===== config.mk =====
export PLATFORM = sky130hd
export DESIGN_NAME = stopwatch_ctrl
export DESIGN_NICKNAME = d
export VERILOG_FILES = /design/src/rtl/stopwatch_pkg.sv /design/src/rtl/stopwatch_ctrl_debounce.sv /design/src/rtl/stopwatch_ctrl.sv
export SDC_FILE = /design/constraint.sdc
export NUM_CORES = 1
export LEC_CHECK = 0
export BUFFER_PORTS_ARGS = -buffer_cell sky130_fd_sc_hd__buf_4
export CAP_MARGIN = 10
export CORE_MARGIN = 3
export CORE_UTILIZATION = 28
export DETAILED_ROUTE_END_ITERATION = 8
export GPL_TIMING_DRIVEN = 0
export PLACE_DENSITY = 0.39
export SLEW_MARGIN = 15
export SYNTH_ARGS = -nofsm -noshare
export SYNTH_HDL_FRONTEND = slang
export SYNTH_SLANG_ARGS = --single-unit

===== constraint.sdc =====
create_clock -name clock -period 6.25 [get_ports clock]
set_clock_uncertainty 0.15 [all_clocks]
set_input_delay 0.3125 -clock clock [delete_from_list [all_inputs] [get_ports clock]]
set_output_delay 0.3125 -clock clock [all_outputs]
set_load 0.03 [all_outputs]

===== src/rtl/stopwatch_pkg.sv =====
`default_nettype none
// ============================================================================
// Module   : stopwatch_pkg
// Brief    : Shared state codes and default timing constants for the
//            stopwatch control block.
// Revision : 1.0 - initial release
// ============================================================================
package stopwatch_pkg;

   typedef enum logic [2:0] {
      ST_IDLE  = 3'd0,
      ST_RUN   = 3'd1,
      ST_PAUSE = 3'd2,
      ST_LAP   = 3'd3,
      ST_DONE  = 3'd4
   } sw_state_t;

   localparam int c_DEF_TICK_DIV        = 5000000;
   localparam int c_DEF_DEBOUNCE_CYCLES = 500000;

   // Reduced-scale timing for simulation
   localparam int c_BENCH_TICK_DIV        = 5;
   localparam int c_BENCH_DEBOUNCE_CYCLES = 4;

   function automatic logic is_counting(input sw_state_t st);
      return (st == ST_RUN) || (st == ST_LAP);
   endfunction

endpackage
`default_nettype wire


===== src/rtl/stopwatch_ctrl_debounce.sv =====
`default_nettype none
// ============================================================================
// Module   : button_debounce
// Brief    : Two-flop synchronizer, debounce counter and one-cycle press pulse
//            on the debounced rising edge.
// Revision : 1.0 - initial release
// ============================================================================
module button_debounce
   import stopwatch_pkg::*;
#(
   parameter int DEBOUNCE_CYCLES = c_DEF_DEBOUNCE_CYCLES
) (
   input  logic clock,
   input  logic reset,
   input  logic btn_raw,
   output logic press
);

   localparam int c_CNT_W = (DEBOUNCE_CYCLES > 1) ? $clog2(DEBOUNCE_CYCLES) : 1;
   localparam logic [c_CNT_W-1:0] c_CNT_LAST = c_CNT_W'(DEBOUNCE_CYCLES - 1);

   logic [1:0]         r_sync;
   logic [c_CNT_W-1:0] r_cnt;
   logic               r_level;
   logic               r_level_q;
   logic               r_press;

   always_ff @(posedge clock) begin
      if (reset) begin
         r_sync    <= 2'b00;
         r_cnt     <= '0;
         r_level   <= 1'b0;
         r_level_q <= 1'b0;
         r_press   <= 1'b0;
      end else begin
         r_sync <= {r_sync[0], btn_raw};
         // Any sample agreeing with the current level restarts the run
         if (r_sync[1] == r_level) begin
            r_cnt <= '0;
         end else if (r_cnt == c_CNT_LAST) begin
            r_level <= r_sync[1];
            r_cnt   <= '0;
         end else begin
            r_cnt <= r_cnt + 1'b1;
         end
         r_level_q <= r_level;
         r_press   <= r_level & ~r_level_q;
      end
   end

   assign press = r_press;

endmodule
`default_nettype wire


===== src/rtl/stopwatch_ctrl.sv =====
`default_nettype none
// ============================================================================
// Module   : stopwatch_ctrl
// Brief    : Start/pause/lap/clear sequencing, 0.1 s tick prescaler and button
//            conditioning. Optional auto-stop: STOPWATCH_AUTO_STOP_EN.
// Revision : 1.0 - initial release
// ============================================================================
module stopwatch_ctrl
   import stopwatch_pkg::*;
#(
   parameter int TICK_DIV        = c_DEF_TICK_DIV,
   parameter int DEBOUNCE_CYCLES = c_DEF_DEBOUNCE_CYCLES
) (
   input  logic       clock,
   input  logic       reset,
   input  logic       btn_ss,
   input  logic       btn_lr,
   input  logic       at_max,
   output logic       tick,
   output logic       clear,
   output logic       freeze,
   output logic       running,
   output logic [2:0] state
);

   localparam int c_PS_W = $clog2(TICK_DIV);
   localparam logic [c_PS_W-1:0] c_PS_LAST = c_PS_W'(TICK_DIV - 1);

   sw_state_t         r_state;
   sw_state_t         w_next;
   logic [c_PS_W-1:0] r_presc;
   logic              r_tick;
   logic              r_clear;
   logic              r_freeze;
   logic              r_running;
   logic              w_ss_press;
   logic              w_lr_press;
   logic              w_clear_req;
   logic              w_counting;
   logic              w_terminal;
   logic              w_auto_stop;

   button_debounce #(.DEBOUNCE_CYCLES(DEBOUNCE_CYCLES)) u_db_ss (
      .clock   (clock),
      .reset   (reset),
      .btn_raw (btn_ss),
      .press   (w_ss_press)
   );

   button_debounce #(.DEBOUNCE_CYCLES(DEBOUNCE_CYCLES)) u_db_lr (
      .clock   (clock),
      .reset   (reset),
      .btn_raw (btn_lr),
      .press   (w_lr_press)
   );

   assign w_counting = is_counting(r_state);
   assign w_terminal = w_counting && (r_presc == c_PS_LAST);

`ifdef STOPWATCH_AUTO_STOP_EN
   assign w_auto_stop = w_terminal && at_max;
`else
   logic w_unused_at_max;
   assign w_unused_at_max = at_max;
   assign w_auto_stop     = 1'b0;
`endif

   always_ff @(posedge clock) begin
      if (reset) begin
         r_state <= ST_IDLE;
      end else begin
         r_state <= w_next;
      end
   end

   // ss wins over lr when both arrive together
   always_comb begin
      w_next      = r_state;
      w_clear_req = 1'b0;
      case (r_state)
         ST_IDLE: begin
            if (w_ss_press)      w_next = ST_RUN;
            else if (w_lr_press) w_clear_req = 1'b1;
         end
         ST_RUN: begin
            if (w_ss_press)      w_next = ST_PAUSE;
            else if (w_lr_press) w_next = ST_LAP;
         end
         ST_LAP: begin
            if (w_ss_press)      w_next = ST_PAUSE;
            else if (w_lr_press) w_next = ST_RUN;
         end
         ST_PAUSE: begin
            if (w_ss_press) begin
               w_next = ST_RUN;
            end else if (w_lr_press) begin
               w_next      = ST_IDLE;
               w_clear_req = 1'b1;
            end
         end
         ST_DONE: begin
            if (w_lr_press) begin
               w_next      = ST_IDLE;
               w_clear_req = 1'b1;
            end
         end
         default: w_next = ST_IDLE;
      endcase
      if (w_auto_stop) begin
         w_next      = ST_DONE;
         w_clear_req = 1'b0;
      end
   end

   always_ff @(posedge clock) begin
      if (reset) begin
         r_presc   <= '0;
         r_tick    <= 1'b0;
         r_clear   <= 1'b0;
         r_freeze  <= 1'b0;
         r_running <= 1'b0;
      end else begin
         r_clear   <= w_clear_req;
         r_tick    <= w_terminal & ~w_auto_stop & ~w_clear_req;
         r_running <= is_counting(w_next);
         r_freeze  <= (w_next == ST_LAP);
         // Prescaler holds outside RUN/LAP so a paused tenth resumes intact
         if (w_clear_req) begin
            r_presc <= '0;
         end else if (w_counting) begin
            r_presc <= w_terminal ? '0 : r_presc + 1'b1;
         end
      end
   end

   assign tick    = r_tick;
   assign clear   = r_clear;
   assign freeze  = r_freeze;
   assign running = r_running;
   assign state   = r_state;

endmodule
`default_nettype wire


==> run_results.csv <==
group,metric,value,unit
status,status,"finished, final reports clean",
floorplan,core,11700,sq um
timing,final_hold_viol_count,0,
route,violation_count_after_the_first_detailed_route_iteration,181,
global_routing,grt_max_degree,13,
logic_synthesis,synth_simple_gate_area_share,0.302,
logic_synthesis,muxShareOfSynthArea,0.00293,
clocking,post_cts.repair.setup_buffers,0,
logic_synthesis,synth-seq-cells,78,
clocking,cts_root_buffer,"sky130_fd_sc_hd__clkbuf_16",
logic_synthesis,dominantRegCellSynth,"sky130_fd_sc_hd__dfxtp_1",
logic_synthesis,dominant_combinational_cell_family_by_area_after_synthesis,"simple AND/OR/NAND/NOR gates",
worst_setup_path,critical_path_peak_fanout,10,
hold_path,hp-class,"input port to register",
worst_setup_path,cp_slowest_cell,"sky130_fd_sc_hd__o21bai_1",
logic_synthesis,syn_inst,386,
logic_synthesis,synth_cell_type_count,43,
logic_synthesis,synth_seq_area_share,0.457,
floorplan,die_h,116,microns
logic_synthesis,syn-num-nets,394,
worst_setup_path,crit_chain,"ha_1, and4_1, nand3_1, o21bai_1, clkbuf_1, nor2_1",
timing,worst-slew-pin-transition,0.739,ns
global_routing,track_usage,0.120,
placement,port_buffers,10,
worst_setup_path,critPathMaxStageDelay,0.63,ns
timing,min_period,2.51,ns
route,drc,0,
power_and_ir_drop,power.density,263,nW/um^2
timing,timing.final.max_slew_violations,0,
clocking,clock_tree.buffer_depth,2,
logic_synthesis,average_cell_area_after_synthesis,8.85,sq um
worst_setup_path,critPathRequiredTime,6.30,ns
timing,rsz0062_at_grt,"no",
cells_and_area,layout-drive-gt1-share,0.0922,
clocking,cts_hold_buffers,0,
clocking,cts_tree,"built",
logic_synthesis,xor_xnor_share_of_the_synthesized_area,0.0898,
timing,fin_setup_tns,0,ns
placement,place.gp.congestion,0.712,
clocking,sinks_on_the_clock_net,78,
floorplan,start_util,0.293,
clocking,cts_made_buffers,9,
timing,fin_crit_sh,0.402,
route,avgRoutedWirePerCell,12.9,microns
flow_run,cap_viol_max_count,0,
route,routed_wl,7140,microns
global_routing,initial_antenna_violation_count,0,
clocking,cts_resized,0,
cells_and_area,antenna_cells,0,
floorplan,io-pin-count,12,
global_routing,grt_pass1_vias,2647,
timing,max_slew_margin,0.506,
worst_setup_path,crit_path_start_kind,"register",
logic_synthesis,number_of_enable_type_register_cells_in_the_synthesized_netlist,0,
logic_synthesis,post_synth_fa_ha_maj_area_fraction,0.0110,
worst_setup_path,end_kind,"register",
clocking,cts_htree_levels,3,
route,drt_pass1_iterations,4,
power_and_ir_drop,p_leak,1.27,nW
floorplan,die_w,116,microns
placement,place_worst_setup_slack,3.69,ns
timing,final.setup.worst_slack,3.74,ns
logic_synthesis,synth-warning-count,0,
route,num_vias,2696,
global_routing,grt_pass1_wl,12700,microns
cells_and_area,number_of_nets_at_the_end_of_the_flow,415,
timing,max_freq,398,MHz
worst_setup_path,worstPathArrival,2.56,ns
route,antenna_left,0,
route,avgViaCountPerCell,4.86,
power_and_ir_drop,irDropWorstVdd,118,uV
floorplan,die_area,13600,sq um
logic_synthesis,synth_compound_area_frac,0.106,
placement,post-dp-hpwl,4950,microns
clocking,clk-insertion-delay-late,0.33,ns
worst_setup_path,criticalPathCategory,"register to register",
floorplan,std_cell_rows,39,
clocking,cts.clk_slew.worst_paths,0.06,ns
logic_synthesis,async_flop_share,0,
timing,timing.final.setup_violations,0,
cells_and_area,flow.area_growth_from_synthesis,16.3,%
logic_synthesis,synth_area,3410,sq um
global_routing,globalRoute.totalOverflow,0,
worst_setup_path,reg2reg_setup_slack,3.74,ns
## registers in the layout, summed over array words and instances (netlist names)
name / flops
u_db_ss.r_level: 1
u_db_lr.r_cnt: 19
u_db_ss.r_sync: 2
tick: 1
u_db_ss.press: 1
u_db_lr.r_sync: 2
running: 1
clear: 1
u_db_lr.r_level: 1
u_db_lr.press: 1
u_db_ss.r_level_q: 1
state: 3
r_presc: 23
u_db_lr.r_level_q: 1
freeze: 1
u_db_ss.r_cnt: 19
## final cells by class
| type | instances | area [sq um] |
|---|---|---|
| Inverter | 9 | 33.8 |
| Clock buffer | 12 | 256 |
| Timing Repair Buffer | 10 | 75.1 |
| Buffer | 14 | 73.8 |
| Tap cell | 143 | 179 |
| Clock inverter | 4 | 45.0 |
| Multi-Input combinational cell | 285 | 1750 |
| Sequential cell | 78 | 1560 |
| Fill cell | 1238 | 7690 |
## critical path: cells and delay by family (launching register included)
family	cells	cell delay (ns)
AO/OA/AOI/OAI	1	0.63
adder cells (fa/ha/maj)	1	0.23
buffers and inverters	1	0.43
flip-flops	1	0.38
AND/OR/NAND/NOR	3	0.57
## cells in the mapped netlist (2+ instances only)
library cell | number | area share
sky130_fd_sc_hd__dfxtp_1 | 78 | 0.46
sky130_fd_sc_hd__nor2_1 | 41 | 0.045
sky130_fd_sc_hd__nand2_1 | 28 | 0.031
sky130_fd_sc_hd__a21oi_1 | 25 | 0.037
sky130_fd_sc_hd__xor2_1 | 22 | 0.056
sky130_fd_sc_hd__nand3_1 | 18 | 0.026
sky130_fd_sc_hd__o21ai_0 | 17 | 0.025
sky130_fd_sc_hd__or3_1 | 17 | 0.031
sky130_fd_sc_hd__nand4_1 | 15 | 0.027
sky130_fd_sc_hd__xnor2_1 | 13 | 0.033
sky130_fd_sc_hd__nor3_1 | 11 | 0.016
sky130_fd_sc_hd__o31ai_1 | 10 | 0.022
sky130_fd_sc_hd__and4_1 | 9 | 0.023
sky130_fd_sc_hd__clkbuf_1 | 9 | 0.0099
sky130_fd_sc_hd__inv_1 | 9 | 0.0099
sky130_fd_sc_hd__nor2b_1 | 9 | 0.016
sky130_fd_sc_hd__or4_1 | 8 | 0.018
sky130_fd_sc_hd__and2_1 | 6 | 0.011
sky130_fd_sc_hd__nor4b_1 | 5 | 0.013
sky130_fd_sc_hd__nor4_1 | 4 | 0.0073
sky130_fd_sc_hd__ha_1 | 3 | 0.011
sky130_fd_sc_hd__nand2b_1 | 3 | 0.0055
sky130_fd_sc_hd__buf_2 | 2 | 0.0029
sky130_fd_sc_hd__buf_6 | 2 | 0.0066
sky130_fd_sc_hd__nand4b_1 | 2 | 0.0051
sky130_fd_sc_hd__o21bai_1 | 2 | 0.0044
sky130_fd_sc_hd__or4_4 | 2 | 0.0066
## cells in the final DEF (no fill, tap or decap), types with 11 or more instances in the layout
master,count
sky130_fd_sc_hd__o21ai_0,17
sky130_fd_sc_hd__a21oi_1,25
sky130_fd_sc_hd__xnor2_1,13
sky130_fd_sc_hd__buf_4,11
sky130_fd_sc_hd__or3_1,17
sky130_fd_sc_hd__nand2_1,28
sky130_fd_sc_hd__xor2_1,22
sky130_fd_sc_hd__dfxtp_1,78
sky130_fd_sc_hd__nand4_1,15
sky130_fd_sc_hd__nor2_1,41
sky130_fd_sc_hd__nand3_1,18
sky130_fd_sc_hd__nor3_1,11
## per-layer routing
layer	vias up	global-route usage	share of wire
li1	1421	-	-
met3	6	0.0472	0.031
met1	1248	0.150	0.50
met5	-	0	0
met2	21	0.188	0.46
met4	0	0.0394	0.010
## metrics by stage
step	power, W	utilization	hold slack (ns)	std cells	instance area (sq um)
5_1_grt	0.00110	0.340	0.0303	555	3970
4_1_cts	0.00107	0.340	0.0266	555	3970
3_3_place_gp	0.000523	0.315	0.226	539	3670
2_1_floorplan	0.000517	-	0.217	386	3410
3_5_place_dp	0.000523	0.315	0.222	539	3670
6_report	0.00104	0.340	0.0474	555	3970
## cells by family (layout without fill, tap and decap cells)
kind of cell / Yosys count / count (layout)
flops: 78 / 78
fa+ha+maj: 3 / 3
compound gates: 61 / 61
mux: 1 / 1
buf+inv: 23 / 49
simple gates: 185 / 185
xor+xnor: 35 / 35
## final timing paths
check        depth (start not counted)               from                end
max                                  6   u_db_lr.r_cnt[0]  u_db_lr.r_cnt[12]
min                                  2             btn_ss  u_db_ss.r_sync[0]
max reg2reg                          6   u_db_lr.r_cnt[0]  u_db_lr.r_cnt[12]
min reg2reg                          1  u_db_lr.r_level_q      u_db_lr.press
## where the power goes
part / total (W) / internal, W / switching [W]
clock network: 0.000532 / 0.000329 / 0.000203
logic: 0.0000120 / 0.00000401 / 0.00000799
registers: 0.000500 / 0.000499 / 0.000000827
Power figures use the tool's default switching activity.
